$ cat src/rtl/seq_alu_pkg.sv
// rtl/seq_alu_pkg.sv - ALU control codes and FSM state encoding shared with the ALU control decoder.
package seq_alu_pkg;

  localparam logic [2:0] ALU_AND = 3'b000;
  localparam logic [2:0] ALU_OR  = 3'b001;
  localparam logic [2:0] ALU_ADD = 3'b010;
  localparam logic [2:0] ALU_MUL = 3'b011;
  localparam logic [2:0] ALU_SUB = 3'b110;

  typedef enum logic [1:0] {
    S_IDLE = 2'b00,
    S_MUL  = 2'b01,
    S_DONE = 2'b10
  } state_t;

endpackage

$ cat src/rtl/seq_alu_mul.sv
// rtl/seq_alu_mul.sv - iterative shift-add multiplier datapath, one partial product per step.
// AW is WIDTH, or 2*WIDTH when the top needs the upper product half for overflow.
module seq_alu_mul #(
  parameter int WIDTH = 32,
  parameter int AW    = WIDTH
) (
  input  logic             clk_i,
  input  logic             rst_i,
  input  logic             load_i,
  input  logic             step_i,
  input  logic [WIDTH-1:0] a_i,
  input  logic [WIDTH-1:0] b_i,
  output logic             done_o,
  output logic [AW-1:0]    prod_o
);

  localparam int CW = $clog2(WIDTH) + 1;

  logic [AW-1:0]    acc_q, acc_d, acc_step;
  logic [AW-1:0]    mcand_q, mcand_d;
  logic [WIDTH-1:0] mplier_q, mplier_d;
  logic [CW-1:0]    cnt_q, cnt_d;

  assign acc_step = mplier_q[0] ? (acc_q + mcand_q) : acc_q;
  // The final step's sum is handed out directly so the top can register it on the same edge.
  assign prod_o   = acc_step;
  assign done_o   = step_i && (cnt_q == CW'(WIDTH - 1));

  always_comb begin
    acc_d    = acc_q;
    mcand_d  = mcand_q;
    mplier_d = mplier_q;
    cnt_d    = cnt_q;
    if (load_i) begin
      acc_d    = '0;
      mcand_d  = AW'(a_i);
      mplier_d = b_i;
      cnt_d    = '0;
    end else if (step_i) begin
      acc_d    = acc_step;
      mcand_d  = mcand_q << 1;
      mplier_d = mplier_q >> 1;
      cnt_d    = cnt_q + CW'(1);
    end
  end

  always_ff @(posedge clk_i or negedge rst_i) begin
    if (!rst_i) begin
      acc_q    <= '0;
      mcand_q  <= '0;
      mplier_q <= '0;
      cnt_q    <= '0;
    end else begin
      acc_q    <= acc_d;
      mcand_q  <= mcand_d;
      mplier_q <= mplier_d;
      cnt_q    <= cnt_d;
    end
  end

endmodule

$ cat src/rtl/seq_alu.sv
// rtl/seq_alu.sv - execute-stage ALU: single-cycle add/sub/and/or, iterative mul, start/ready/valid.
// Optional SEQ_ALU_OVF_EN adds ovf_o and widens the multiplier accumulator to 2*WIDTH.
module seq_alu
  import seq_alu_pkg::*;
#(
  parameter int WIDTH = 32
) (
  input  logic             clk_i,
  input  logic             rst_i,
  input  logic             start_i,
  input  logic [2:0]       ALUCtrl_i,
  input  logic [WIDTH-1:0] data1_i,
  input  logic [WIDTH-1:0] data2_i,
  output logic             ready_o,
  output logic             valid_o,
  output logic [WIDTH-1:0] data_o,
`ifdef SEQ_ALU_OVF_EN
  output logic             ovf_o,
`endif
  output logic             zero_o
);

`ifdef SEQ_ALU_OVF_EN
  localparam int AW = 2 * WIDTH;
`else
  localparam int AW = WIDTH;
`endif

  state_t           state_q, state_d;
  logic             live_q;
  logic [WIDTH-1:0] data_q, data_d, alu_res;
  logic             zero_q;
  logic             accept, is_mul, mul_done;
  logic [AW-1:0]    mul_prod;

  // live_q keeps ready_o low until the first edge after reset release.
  assign ready_o = live_q && (state_q != S_MUL);
  assign valid_o = (state_q == S_DONE);
  assign data_o  = data_q;
  assign zero_o  = zero_q;
  assign accept  = start_i && ready_o;
  assign is_mul  = (ALUCtrl_i == ALU_MUL);

  always_comb begin
    alu_res = '0;
    case (ALUCtrl_i)
      ALU_AND: alu_res = data1_i & data2_i;
      ALU_OR:  alu_res = data1_i | data2_i;
      ALU_ADD: alu_res = data1_i + data2_i;
      ALU_SUB: alu_res = data1_i - data2_i;
      default: alu_res = '0;
    endcase
  end

`ifdef SEQ_ALU_OVF_EN
  logic alu_ovf, ovf_q, ovf_d;

  always_comb begin
    alu_ovf = 1'b0;
    case (ALUCtrl_i)
      ALU_ADD: alu_ovf = (data1_i[WIDTH-1] == data2_i[WIDTH-1]) && (alu_res[WIDTH-1] != data1_i[WIDTH-1]);
      ALU_SUB: alu_ovf = (data1_i[WIDTH-1] != data2_i[WIDTH-1]) && (alu_res[WIDTH-1] != data1_i[WIDTH-1]);
      default: alu_ovf = 1'b0;
    endcase
  end

  assign ovf_o = ovf_q;
`endif

  seq_alu_mul #(
    .WIDTH (WIDTH),
    .AW    (AW)
  ) u_mul (
    .clk_i  (clk_i),
    .rst_i  (rst_i),
    .load_i (accept && is_mul),
    .step_i (state_q == S_MUL),
    .a_i    (data1_i),
    .b_i    (data2_i),
    .done_o (mul_done),
    .prod_o (mul_prod)
  );

  always_comb begin
    state_d = state_q;
    data_d  = data_q;
`ifdef SEQ_ALU_OVF_EN
    ovf_d   = ovf_q;
`endif
    case (state_q)
      S_IDLE, S_DONE: begin
        state_d = S_IDLE;
        if (accept) begin
          if (is_mul) begin
            state_d = S_MUL;
          end else begin
            state_d = S_DONE;
            data_d  = alu_res;
`ifdef SEQ_ALU_OVF_EN
            ovf_d   = alu_ovf;
`endif
          end
        end
      end
      S_MUL: begin
        if (mul_done) begin
          state_d = S_DONE;
          data_d  = mul_prod[WIDTH-1:0];
`ifdef SEQ_ALU_OVF_EN
          ovf_d   = |mul_prod[AW-1:WIDTH];
`endif
        end
      end
      default: state_d = S_IDLE;
    endcase
  end

  always_ff @(posedge clk_i or negedge rst_i) begin
    if (!rst_i) begin
      state_q <= S_IDLE;
      live_q  <= 1'b0;
      data_q  <= '0;
      zero_q  <= 1'b1;
`ifdef SEQ_ALU_OVF_EN
      ovf_q   <= 1'b0;
`endif
    end else begin
      state_q <= state_d;
      live_q  <= 1'b1;
      data_q  <= data_d;
      zero_q  <= (data_d == '0);
`ifdef SEQ_ALU_OVF_EN
      ovf_q   <= ovf_d;
`endif
    end
  end

endmodule

$ cat config.mk
export PLATFORM = sky130hd
export DESIGN_NAME = seq_alu
export DESIGN_NICKNAME = d
export VERILOG_FILES = /design/src/rtl/seq_alu_pkg.sv /design/src/rtl/seq_alu_mul.sv /design/src/rtl/seq_alu.sv
export SDC_FILE = /design/constraint.sdc
export NUM_CORES = 1
export LEC_CHECK = 0
export BUFFER_PORTS_ARGS = -buffer_cell sky130_fd_sc_hd__clkbuf_2
export CAP_MARGIN = 20
export CORE_MARGIN = 2
export CORE_UTILIZATION = 45
export DETAILED_ROUTE_END_ITERATION = 8
export PLACE_DENSITY = 0.71
export SLEW_MARGIN = 40
export SYNTH_ARGS = -nofsm -noshare
export SYNTH_HDL_FRONTEND = slang
export SYNTH_SLANG_ARGS = --single-unit
$ cat constraint.sdc
create_clock -name clk_i -period 3.1 [get_ports clk_i]
set_input_delay 0.155 -clock clk_i [delete_from_list [all_inputs] [get_ports clk_i]]
set_output_delay 0.155 -clock clk_i [all_outputs]
set_load 0.01 [all_outputs]
Yosys cells after proc, flatten, opt, wreduce, memory -nomap -nowiden
Index checks and enable logic that the tools add are counted.
{ "op_classes": {"n_reduce_logical": 9, "n_mux": 18, "add_sub_neg": 4, "n_bitwise": 2, "eq_ne": 9} }
{ "op_table": {"columns": ["operator", "n"], "rows": [
  ["$mux 32", 10],
  ["$pmux 32 s4", 1],
  ["$add 32x32->32", 2],
  ["$pmux 32 s2", 1],
  ["$and 32x32->32", 1],
  ["$logic_not 32->1", 1],
  ["$or 32x32->32", 1],
  ["$sub 32x32->32", 1],
  ["$mux 6", 2],
  ["$add 6x1->6 const B", 1],
  ["$eq 3x2->1 const B", 2],
  ["$eq 6x5->1 const B", 1],
  ["$mux 2", 3],
  ["$logic_and 1x1->1", 4],
  ["$pmux 2 s2", 1],
  ["$eq 3x1->1 const B", 1],
  ["$eq 3x3->1 const B", 1],
  ["$logic_not 3->1", 1],
  ["$eq 2x1->1 const B", 1],
  ["$eq 2x2->1 const B", 1],
  ["$logic_not 2->1", 1],
  ["$ne 2x1->1 const B", 1],
  ["$ne 2x2->1 const B", 1],
  ["$reduce_bool 2->1", 1],
  ["$reduce_or 2->1", 1]
]} }
{ "word_totals": {"input_bits": 70, "elab_cells": 50, "out_inout_bits": 35, "reg_bits": 138} }

Logic depth before layout (Yosys ltp)
Gate-level depths: netlist (run 1).
{ "logic_depth": {"word_depth": 6, "ltp_mapped": 21, "mapped_depth_nobuf": 20} }

Modules after synthesis
Synthesis (run 1) repeated with hierarchy kept, for this count alone.
{ "hier_totals": {"hier_cells": 1364, "hier_area_um2": 11538.6} }
{ "modules_own_cells": {"columns": ["mod", "area_each_um2", "instances", "cells_each", "seq_area_each_um2"], "rows": [
  ["seq_alu_mul", 6675.2, 1, 722, 2552.4],
  ["seq_alu", 4863.4, 1, 642, 902.1]
]} }

Worst setup path after synthesis (run 1)
Ideal clock, no wire load.
{ "synth_timing": {"path_type": "input to register", "start": "input port ALUCtrl_i[1]", "end": "register zero_q, in the netlist zero_o", "cell_stages": 19, "setup_slack_ns": -1.170, "arrival_time_ns": 4.181, "setup_ns": 0.089, "n_path_buf": 3, "t_required_ns": 3.011, "path_cell_list": "nor2b_1 clkbuf_1 and2_1 clkbuf_1 clkbuf_1 nor2_1 xnor2_1 ha_1 and3_4 and3b_4 a2111oi_4 o31ai_1 xor2_1 a2111oi_2 nor4_1 or4_1 nor4_1 nand4bb_1 nor4b_2"} }
{ "synth_between": {"elab_chain_cells": 6, "word_cells_on_any_way": 10} }
{ "synth_rtl": {"columns": ["item", "line", "source"], "rows": [
  ["start: declaration", "seq_alu.sv:11", "input logic [2:0] ALUCtrl_i,"],
  ["$eq 3x3->1, or another cell as far along", "seq_alu.sv:46", "case (ALUCtrl_i)"],
  ["$pmux 32 s4", "seq_alu.sv:46", null],
  ["$mux 32 *", "seq_alu.sv:94", "if (is_mul) begin"],
  ["$mux 32 *", "seq_alu.sv:93", "if (accept) begin"],
  ["$pmux 32 s2 *", "seq_alu.sv:90", "case (state_q)"],
  ["via data_d[15]", "seq_alu.sv:31", "logic [WIDTH-1:0] data_q, data_d, alu_res;"],
  ["$logic_not 32->1 *", "seq_alu.sv:131", "zero_q <= (data_d == '0);"],
  ["end signal: assignment", "seq_alu.sv:131", null],
  ["end: declaration", "seq_alu.sv:32", "logic zero_q;"]
]} }
The timed path passes the listed nets; every way through them passes the cells marked *.
A chain may end at the register's enable or synchronous reset.

Worst setup path after layout (run 1)
{ "layout_timing": {"start": "input port data2_i[3]", "end": "register zero_q, in the netlist zero_o"} }
{ "layout_between": {"elab_chain_cells": 6, "word_cells_on_any_way": 9} }
{ "layout_rtl": {"columns": ["item", "line", "source"], "rows": [
  ["start: declaration", "seq_alu.sv:13", "input logic [WIDTH-1:0] data2_i,"],
  ["$sub 32x32->32 or $add 32x32->32 (tied branches)", "seq_alu.sv:50, seq_alu.sv:49", null],
  ["$pmux 32 s4 *", "seq_alu.sv:46", null],
  ["$mux 32 *", "seq_alu.sv:94", null],
  ["$mux 32 *", "seq_alu.sv:93", null],
  ["$pmux 32 s2 *", "seq_alu.sv:90", null],
  ["via data_d[15]", "seq_alu.sv:31", null],
  ["$logic_not 32->1 *", "seq_alu.sv:131", null]
]} }
Marks and branches as above.

==> run summary, run 1 <==
vias in the first global route = 12,600
DRC viols = 0
CTS clock-pin slew for the worst setup and hold paths = 70 ps
r2r setup slk = -580 ps
slowest stage delay, CP = 530 ps
Post-synth EDFFs = 0
Max VDD drop = 0.000346 V
Worst Path Buf+Inv = 2
largest net degree at the start of global routing = 84
Power Density = 739 nW/µm²
hold path cells = 3
Area Growth Syn to Fin = 43.1%
hold wc startpoint = data1_i[31]
post-layout util = 65.2%
critical path endpoint category = flip-flop
leakage = 0.00769 µW
total gr overflow = 0
WHS Endpoint = u_mul.mcand_q[31]
status = finished with violations
routability cong. = 0.961
Slew @ Worst Pin = 749 ps
Routed Antenna Nets = 0
Layout Nets = 2,006
synthesized cell area = 11,400 µm²
failing checks = setup timing
DRT iter0 DRCs = 1,247
Post-synth top flop = dfrtp_1
initial antenna violation count = 0
Critical-path top delay cell = or4_4
first-pass GRT wire length = 66,900 µm
kind of critical path = input port to flip-flop
Mapped Cells = 1,442
CP Cell Sequence = buf_6, buf_6, nor2_4, nand2_2, or4_4, o21ai_2, xor2_1, ha_1, and3_4, and3_4, a2111oi_4, o31ai_2, xor2_1, a2111oi_4, nor4_2, or4_4, nor4_2, nand4bb_1, nor4b_2
CP required = 3440 ps
Clock Sinks = 138
Port Buffer Count = 104
Placed Cells = 2,147
RSZ-0062 raised after global routing = yes
Tmin final = 3910 ps
clk root buf = clkbuf_16
Final Setup Violations = 11
IO Pins = 105
first-pass iteration count of the detailed router = 5
Die ar. = 26,700 µm²
CTS tree = yes
Max Freq = 255 MHz
Core ar. = 25,100 µm²
number of core rows = 58
DRT Wirelength = 43,900 µm
Finished Layout Cells = 2,211
yosys warns = 0
mean post-synth cell area = 7.94 µm²
CTS buffer count = 17
H-tree lvl count = 4
post-synth cell types = 91
R2R Path Start = u_mul.acc_q[0]
Vias/cell = 5.95
pins over their slew limit = 0
crit start category = input port
DP HPWL = 33,000 µm
total negative slack = -3110 ps
Max-Cap Viols = 0
setup ws final = -814 ps
Worst Path Arrival = 4260 ps
Clk Latency, worst-skew pair = 430 ps
RR Endpoint = zero_o
initial core utilization = 45.6%
relative slew slack = 50.1%
CP top delay family = simple AND/OR/NAND/NOR gates
layout cell share with drive strength beyond 1 = 35.2%
synthesis-stage register bit count = 138
Vias = 13,100
Die Y-Extent = 163 µm
Antenna diodes = 0
Final Skew = 12.6 ps
Register-to-Register Path Depth = 16
hold slack = 20.2 ps
sequential element share of the synthesized area = 30.2%
number of cells on the critical path = 19
pre-CTS WS = -1420 ps
class of the worst hold path = input port to flip-flop
crit share post-route = 126%
Final Hold Fails = 0
Tot GR Track Use = 32.2%
chip width = 163 µm
wire length per cell = 19.8 µm
Syn Nets = 1,580
maximum clock path buffer count = 2
ys async rst share = 100%
CP Max Fanout = 4
==> metrics by stage <==
step | total power, µW | instance area (µm²)
floorplan | 6270 | 11600
global placement | 9190 | 14900
detailed placement | 9340 | 14900
CTS | 11600 | 15900
global route | 12800 | 16400
finish | 12100 | 16400
==> routing by layer <==
| metal | track usage [%] | routed length [µm] | vias up |
|---|---|---|---|
| met1 | 44.1 | 19100 | 6304 |
| li1 | - | - | 6159 |
| met2 | 49.9 | 19800 | 590 |
| met5 | 0 | 0 | - |
| met4 | 13.4 | 1520 | 0 |
| met3 | 6.02 | 3410 | 92 |
==> where the power goes <==
part / internal [µW] / leakage (µW) / switching [µW]
Sequential: 2420 / 0.00173 / 571
Combinational: 3370 / 0.00569 / 3730
Clock: 1130 / 0.000266 / 885
Total: 6910 / 0.00769 / 5180
==> kinds of logic (layout without fill, tap and decap cells) <==
| logic type | Yosys count | after routing | synth area share (%) |
|---|---|---|---|
| muxes | 22 | 22 | 1.97 |
| other | 1 | 1 | 0.0328 |
| adders and majority gates | 94 | 94 | 9.84 |
| and+or+nand+nor | 527 | 527 | 21.1 |
| xor gates and xnor gates | 76 | 76 | 5.82 |
| buffers and inverters | 118 | 557 | 3.96 |
| AOI/OAI and AO/OA | 466 | 466 | 27.1 |
| DFF | 138 | 138 | 30.2 |
==> cell usage in the layout, fill, tap and decap left out, types with 8 or more instances in the layout <==
| cell | netlist | layout |
|---|---|---|
| a21o_1 | 25 | 25 |
| a22oi_1 | 34 | 34 |
| xnor2_1 | 49 | 45 |
| clkbuf_16 | 0 | 17 |
| nor2b_1 | 12 | 9 |
| a211oi_1 | 13 | 8 |
| o21ai_0 | 77 | 60 |
| nor2_1 | 129 | 120 |
| buf_6 | 0 | 18 |
| dfrtp_1 | 137 | 137 |
| nor3_1 | 27 | 26 |
| nand3_1 | 23 | 23 |
| o22ai_1 | 33 | 33 |
| inv_1 | 24 | 22 |
| a221oi_1 | 17 | 14 |
| o21a_1 | 11 | 11 |
| clkbuf_2 | 1 | 99 |
| nand4_1 | 15 | 15 |
| a21oi_2 | 0 | 16 |
| a21oi_1 | 111 | 92 |
| buf_4 | 1 | 378 |
| ha_1 | 66 | 61 |
| o21ai_2 | 0 | 9 |
| a221o_1 | 8 | 8 |
| nand2b_1 | 11 | 10 |
| a31oi_1 | 42 | 34 |
| maj3_1 | 26 | 26 |
| o21ai_1 | 11 | 17 |
| xor2_1 | 27 | 27 |
| o211ai_1 | 8 | 8 |
| mux2i_1 | 18 | 16 |
| nand2_1 | 241 | 236 |
==> registers in the layout (all words and copies together), names as in the netlist <==
signal and cells:
u_mul.mcand_q 32, u_mul.mplier_q 32, state_q 2, data_o 32, u_mul.cnt_q 6, zero_o 1, live_q 1, u_mul.acc_q 32
==> cell type report <==
class                   instances  area [µm²]
flip-flops and latches        138        3450
clock inverters                13         119
multi-input cells            1186        8210
fillers                      2148        8730
inverters                      24        97.6
well taps                     330         413
repair buffers                501        3630
clock buffers                  19         443
==> tightest hold or removal path: stages <==
cell	delay, ps
clkbuf_2	130
a22oi_1	80
nand2_1	50
==> synth_stat cells (5+ instances only) <==
cell        n  area share [%]
nor4_1      7            0.38
o31ai_1    12            0.79
o21ai_0    77             3.4
and4_1      5            0.38
o211ai_1    8            0.52
nand3_1    23             1.0
nand4_1    15            0.82
a211oi_1   13            0.85
ha_1       66             7.2
clkbuf_1   80             2.6
a21o_1     25             1.6
o21a_1     11            0.72
or4_1       5            0.33
nand2b_1   11            0.60
buf_1       8            0.26
a22oi_1    34             2.2
o22ai_1    33             1.8
xnor2_1    49             3.7
nor2_1    129             4.2
o21ai_1    11            0.48
maj3_1     26             2.3
xor2_1     27             2.1
dfrtp_1   137              30
mux2i_1    18             1.6
or3_1       5            0.27
nand2_1   241             7.9
and2_1      7            0.38
a21oi_1   111             4.9
a221o_1     8            0.70
a31oi_1    42             2.3
nor3_1     27             1.2
o21bai_1    6            0.39
inv_1      24            0.79
a221oi_1   17             1.3
nor2b_1    12            0.66
and3_1     10            0.55
==> worst max path at each step <==
stage	from	to	slack [ps]
6_report	data2_i[3]	zero_o	-810
5_1_grt	data2_i[2]	zero_o	-970
4_1_cts	data2_i[3]	zero_o	-810
3_5_place_dp	data2_i[2]	zero_o	-1420
3_3_place_gp	data2_i[2]	zero_o	-1360
2_1_floorplan	data2_i[2]	zero_o	-890
==> timing repair <==
action,in CTS,in global routing
pin swaps,46,37
setup endpoints to repair,19,23
gates resized for setup,64,78
hold buffers,1,0
endpoints found under the hold margin,76,0
setup buffers,17,16
Note: power is estimated with default switching activity, not from simulation.
==> run 2: changes to the inputs <==
Settings changed: ABC_AREA set to 1, GPL_TIMING_DRIVEN set to 0, PLACE_DENSITY 0.71 to 0.7.
==> run 2 against run 1 <==
Net effect:
- the run still ends with setup timing left
- count of clock-buffer cells in the layout shrank 1
- routed wire length grew 14%
- clock power grew 2%
- sequential cell count is the same
- non-clock buffer count shrank 296
- worst hold slack gained 32 ps
- clock skew grew 10 ps
- synthesized cell count grew 55%
- highest routed layer unchanged
- fmax grew 12%
==> run summary, run 2 <==
Area Growth Syn to Fin = 19.3%
largest net degree at the start of global routing = 58
clk root buf = clkbuf_16
Final Setup Violations = 7
Switching Share = 48.7%
Power Total = 10,900 µW
Port Buffer Count = 101
cell type with the highest aggregate area in the netlist = dfrtp_1
first-pass GRT wire length = 78,000 µm
Clk pwr share = 18.8%
Tmin final = 3500 ps
maximum clock path buffer count = 2
wire length per cell = 18.0 µm
class of the worst hold path = input port to flip-flop
Critical-path top delay cell = ha_1
RSZ-0062 raised after global routing = yes
ys async rst share = 100%
Power Density = 691 nW/µm²
Area contributors post-synth = dfrtp_1 26%, nand2_1 23%, inv_1 10%, nand3_1 6.3%, ha_1 6.3%
Antenna diodes = 0
post-layout util = 54.7%
Mapped Cells = 2,229
yosys warns = 0
most common cell in the netlist = nand2_1
pre-CTS WS = -1250 ps
Max-Cap Viols = 0
kind of critical path = input port to flip-flop
H-tree lvl count = 4
Commonest cells post-synth = 804 x nand2_1, 366 x inv_1, 175 x nor2_1
mean post-synth cell area = 5.92 µm²
commonest non-fill, non-tap cell in the layout = nand2_1
Slew @ Worst Pin = 890 ps
Sequential Power Share = 30.0%
chip width = 175 µm
Vias/cell = 5.31
leakage = 0.00885 µW
Net Sw Power = 5290 µW
failing checks = setup timing
hold path cells = 3
CTS buffer count = 17
Core ar. = 28,800 µm²
Final Skew = 22.7 ps
Post-synth top flop = dfrtp_1
Max Freq = 286 MHz
Worst Path Arrival = 3860 ps
relative slew slack = 40.7%
DP HPWL = 40,700 µm
total gr overflow = 0
combinational share of power = 51.2%
synthesis-stage register bit count = 138
Layout Nets = 2,527
Max VDD drop = 0.000408 V
pins over their slew limit = 0
CTS clock-pin slew for the worst setup and hold paths = 70 ps
crit start category = input port
layout cell share with drive strength beyond 1 = 15.9%
Clock Sinks = 138
sequential element share of the synthesized area = 26.2%
routability cong. = 0.964
Vias = 14,800
DRT iter0 DRCs = 1,219
DRC viols = 0
CP required = 3460 ps
setup ws final = -402 ps
most frequent cells in the layout = 746 x nand2_1, 351 x inv_1, 150 x nand3_1, 148 x nor2_1, 137 x dfrtp_1
Int Pwr = 5580 µW
Syn Nets = 2,367
critical path endpoint category = flip-flop
DRT Wirelength = 50,200 µm
crit share post-route = 113%
first-pass iteration count of the detailed router = 6
Die Y-Extent = 175 µm
synthesized cell area = 13,200 µm²
initial antenna violation count = 0
Register-to-Register Path Depth = 17
vias in the first global route = 14,300
number of core rows = 62
Routed Antenna Nets = 0
slowest stage delay, CP = 400 ps
Die ar. = 30,700 µm²
status = finished with violations
crit-path most repeated cell = nand2_2
Fill cells = 2,978
top cell type's share of synthesized area = 26.0%
Clk Latency, worst-skew pair = 450 ps
CTS tree = yes
post-synth cell types = 51
Final Hold Fails = 0
Tot GR Track Use = 33.0%
Post-synth EDFFs = 0
initial core utilization = 45.8%
IO Pins = 105
CP Max Fanout = 4
==> run 2: power by group through the flow <==
stage          combinational, µW  sequential, µW  clock [µW]
2_1_floorplan               3650            3090           0
3_3_place_gp                5100            3240           0
3_5_place_dp                5200            3260           0
4_1_cts                     5310            3230        2040
5_1_grt                     6300            3330        2120
6_report                    5570            3260        2050
==> run 2: layout make-up <==
class                      instances  area, µm²  area share, %
tap                              384        480           3.05
buffer                            64        267           1.69
sequential                       138       3450           21.9
clock inverter                    14        125          0.795
multi-input combinational       1653       8660           55.0
timing repair buffer             141        897           5.70
inverter                         374       1430           9.08
clock buffer                      18        429           2.73
==> run 2: layer usage <==
layer	share of wire, %	vias up	global-route usage (%)
met5	0	-	0
met4	4.4	0	14.5
met3	6.0	117	3.33
met2	48	511	57.0
met1	42	6825	41.7
li1	-	7335	-
==> run 2: critical path, delay by kind of cell <==
kind	cells	cell delay [ps]
adders and majority gates	2	530
and+or+nand+nor	22	2410
buffers and inverters	4	390
AOI/OAI and AO/OA	1	290
xor gates and xnor gates	1	60
==> run 2: path summary, 6_finish.rpt <==
path	from	end	slack, ps
setup / recovery	data2_i[0]	zero_o	-400
setup reg to reg	u_mul.mcand_q[0]	zero_o	130
max in group asynchronous	rst_i	u_mul.acc_q[26]	1940
hold / removal	data1_i[24]	u_mul.mcand_q[24]	50
hold reg to reg	u_mul.mplier_q[12]	u_mul.mplier_q[12]	490
min in group asynchronous	rst_i	u_mul.mplier_q[1]	240
==> run 2: what timing repair did <==
item	in CTS	in global routing
setup buffers	19	19
endpoints found under the setup margin	19	26
gates resized for setup	51	156
hold buffers	1	0
endpoints found under the hold margin	56	0
pin swaps	47	94
==> run 2: logic make-up (layout without fill, tap and decap cells) <==
family | Yosys count | after routing | share of synthesized area (%)
fa+ha+maj | 68 | 68 | 6.56
buf+inv | 438 | 611 | 12.6
other cells | 1 | 1 | 0.0284
flops | 138 | 138 | 26.2
xor+xnor | 36 | 36 | 2.39
compound gates | 322 | 322 | 13.9
simple gates | 1226 | 1226 | 38.3
==> run 2: per-stage QoR <==
| stage | cells | setup TNS (ps) | cell area (µm²) | hold WS [ps] |
|---|---|---|---|---|
| 2_1_floorplan | 2229 | -103 | 13200 | -141 |
| 3_3_place_gp | 2714 | -79120 | 14200 | 469 |
| 3_5_place_dp | 2716 | -15040 | 14200 | 161 |
| 4_1_cts | 2768 | -2120 | 15100 | 37.8 |
| 5_1_grt | 2786 | -3930 | 15700 | 64.8 |
| 6_report | 2786 | -1050 | 15700 | 52.3 |
==> run 3: changes to the inputs <==
Settings changed: BUFFER_PORTS_ARGS -buffer_cell sky130_fd_sc_hd__clkbuf_2 to -buffer_cell sky130_fd_sc_hd__buf_2, CTS_BUF_LIST set to sky130_fd_sc_hd__clkbuf_4 sky130_fd_sc_hd__clkbuf_8.
==> run 3 against run 2 <==
Net effect:
- the flow finishes with violations (hold timing, setup timing)
- global-route usage decreased by 0.17 points
- non-clock buffer count fell by 6
- setup slack better by 190 ps
- via count fell by 0.41%
- combinational power fell by 3%
- largest cell class unchanged
- highest routed layer unchanged
==> run summary, run 3 (synthesis results as in run 2) <==
final instance area = 15,300 µm²
CP required = 3510 ps
pins over their slew limit = 0
failing checks = hold timing, setup timing
WHS Endpoint = u_mul.mcand_q[31]
met2 Usage GRT = 55.7%
crit share post-route = 107%
total negative slack = -276 ps
DRT iter0 DRCs = 1,420
DRT Wirelength = 49,800 µm
hold path cells = 3
initial antenna violation count = 0
crit start category = input port
Tot GR Track Use = 32.8%
Finished Layout Cells = 2,780
Antenna diodes = 0
crit-path most repeated cell = nand2_1
first-pass GRT wire length = 77,400 µm
hold wc startpoint = data1_i[31]
leakage = 0.00862 µW
Clk Latency, worst-skew pair = 480 ps
Power Density = 677 nW/µm²
CTS tree = yes
status = finished with violations
Max VDD drop = 0.000281 V
CP Max Fanout = 4
initial core utilization = 45.8%
DRC viols = 0
met1 Use GR = 42.7%
Layout Nets = 2,521
CTS clock-pin slew for the worst setup and hold paths = 100 ps
r2r setup slk = 90 ps
Core ar. = 28,800 µm²
Routed Antenna Nets = 0
clk root buf = clkbuf_8
Max-Cap Viols = 0
most frequent cells in the layout = 779 x nand2_1, 356 x inv_1, 160 x nand3_1, 154 x nor2_1, 137 x dfrtp_1
Slew @ Worst Pin = 790 ps
first-pass iteration count of the detailed router = 6
Final Skew = 21.6 ps
Vias/cell = 5.30
gr busiest metal = met2
class of the worst hold path = input port to flip-flop
kind of critical path = input port to flip-flop
hold slack = -3.15 ps
commonest non-fill, non-tap cell in the layout = nand2_1
critical path endpoint category = flip-flop
Clock Sinks = 138
GRT met3 Usage = 2.48%
CTS buffer count = 17
setup ws final = -213 ps
layout cell share with drive strength beyond 1 = 12.6%
Die ar. = 30,700 µm²
R2R Path Start = u_mul.acc_q[0]
Area Growth Syn to Fin = 15.6%
pre-CTS WS = -1230 ps
Register-to-Register Path Depth = 17
Port Buffer Count = 101
RR Endpoint = zero_o
routability cong. = 0.959
Tmin final = 3310 ps
Placed Cells = 2,715
largest net degree at the start of global routing = 71
Critical-path top delay cell = ha_1
total gr overflow = 0
Max Freq = 302 MHz
number of core rows = 62
DP HPWL = 40,500 µm
RSZ-0062 raised after global routing = yes
H-tree lvl count = 4
Worst Path Arrival = 3720 ps
IO Pins = 105
cell area after placement = 14,200 µm²
chip width = 175 µm
Vias = 14,700
wire length per cell = 17.9 µm
Die Y-Extent = 175 µm
slowest stage delay, CP = 380 ps
maximum clock path buffer count = 2
Final Setup Violations = 2
vias in the first global route = 14,000
Final Hold Fails = 1
relative slew slack = 47.3%
[run 3: cell count changes in the layout (fill, tap and decap cells not counted), sizes merged, moves of 2 or more]
cell	previous run	this run
bufinv	0	2
clkbuf	157	55
buf	65	152
dlygate4sd3	1	10
clkinv	6	2
[run 3: final cells by class]
class                           count  area [µm²]
Sequential cell                   138        3450
Inverter                          374        1420
Buffer                             64         267
Fill cell                        3004       13500
Timing Repair Buffer              135         856
Multi-Input combinational cell   1653        8370
Clock buffer                       18         241
Tap cell                          384         480
Clock inverter                     14         163
[run 3: timing repair]
item                                   CTS  global route
pin swaps                               29            25
hold buffers                            10             0
buffers inserted                        20             5
endpoints found under the hold margin   78             0
setup endpoints to repair               17            19
gates resized for setup                 55            65
[run 3: how the worst max path moves through the flow]
stage	startpoint	end	slack, ps
2_1_floorplan	data2_i[0]	zero_o	-100
3_3_place_gp	data2_i[0]	zero_o	-1260
3_5_place_dp	data2_i[0]	zero_o	-1230
4_1_cts	data2_i[1]	zero_o	-390
5_1_grt	data2_i[1]	zero_o	-520
6_report	data2_i[1]	zero_o	-210
[run 3: power by group]
part / total [µW] / leakage [µW] / internal [µW] / switching, µW
sequential: 3250 / 0.00175 / 2550 / 701
clock: 1630 / 0.000199 / 748 / 886
combinational: 5430 / 0.00667 / 1900 / 3530
[run 3: metrics by stage]
step                util (%)  power [µW]
CTS                     52.3       10200
global placement        49.3        8360
floorplan                  -        6740
finish                  53.0       10300
detailed placement      49.4        8450
global route            53.0       11200
[run 3: metal layers]
metal  routed length, µm  vias to the layer above
li1                    -                     7316
met1               21200                     6759
met2               23400                      535
met3                2970                      117
met4                2330                        0
met5                   0                        -
[run 3: worst max-delay path: cells and delay by family]
kind                     cells  cell delay (ps)
AO/OA/AOI/OAI                1              120
adder cells (fa/ha/maj)      2              510
buffers and inverters        6              330
AND/OR/NAND/NOR             24             2460
XOR/XNOR                     1              140
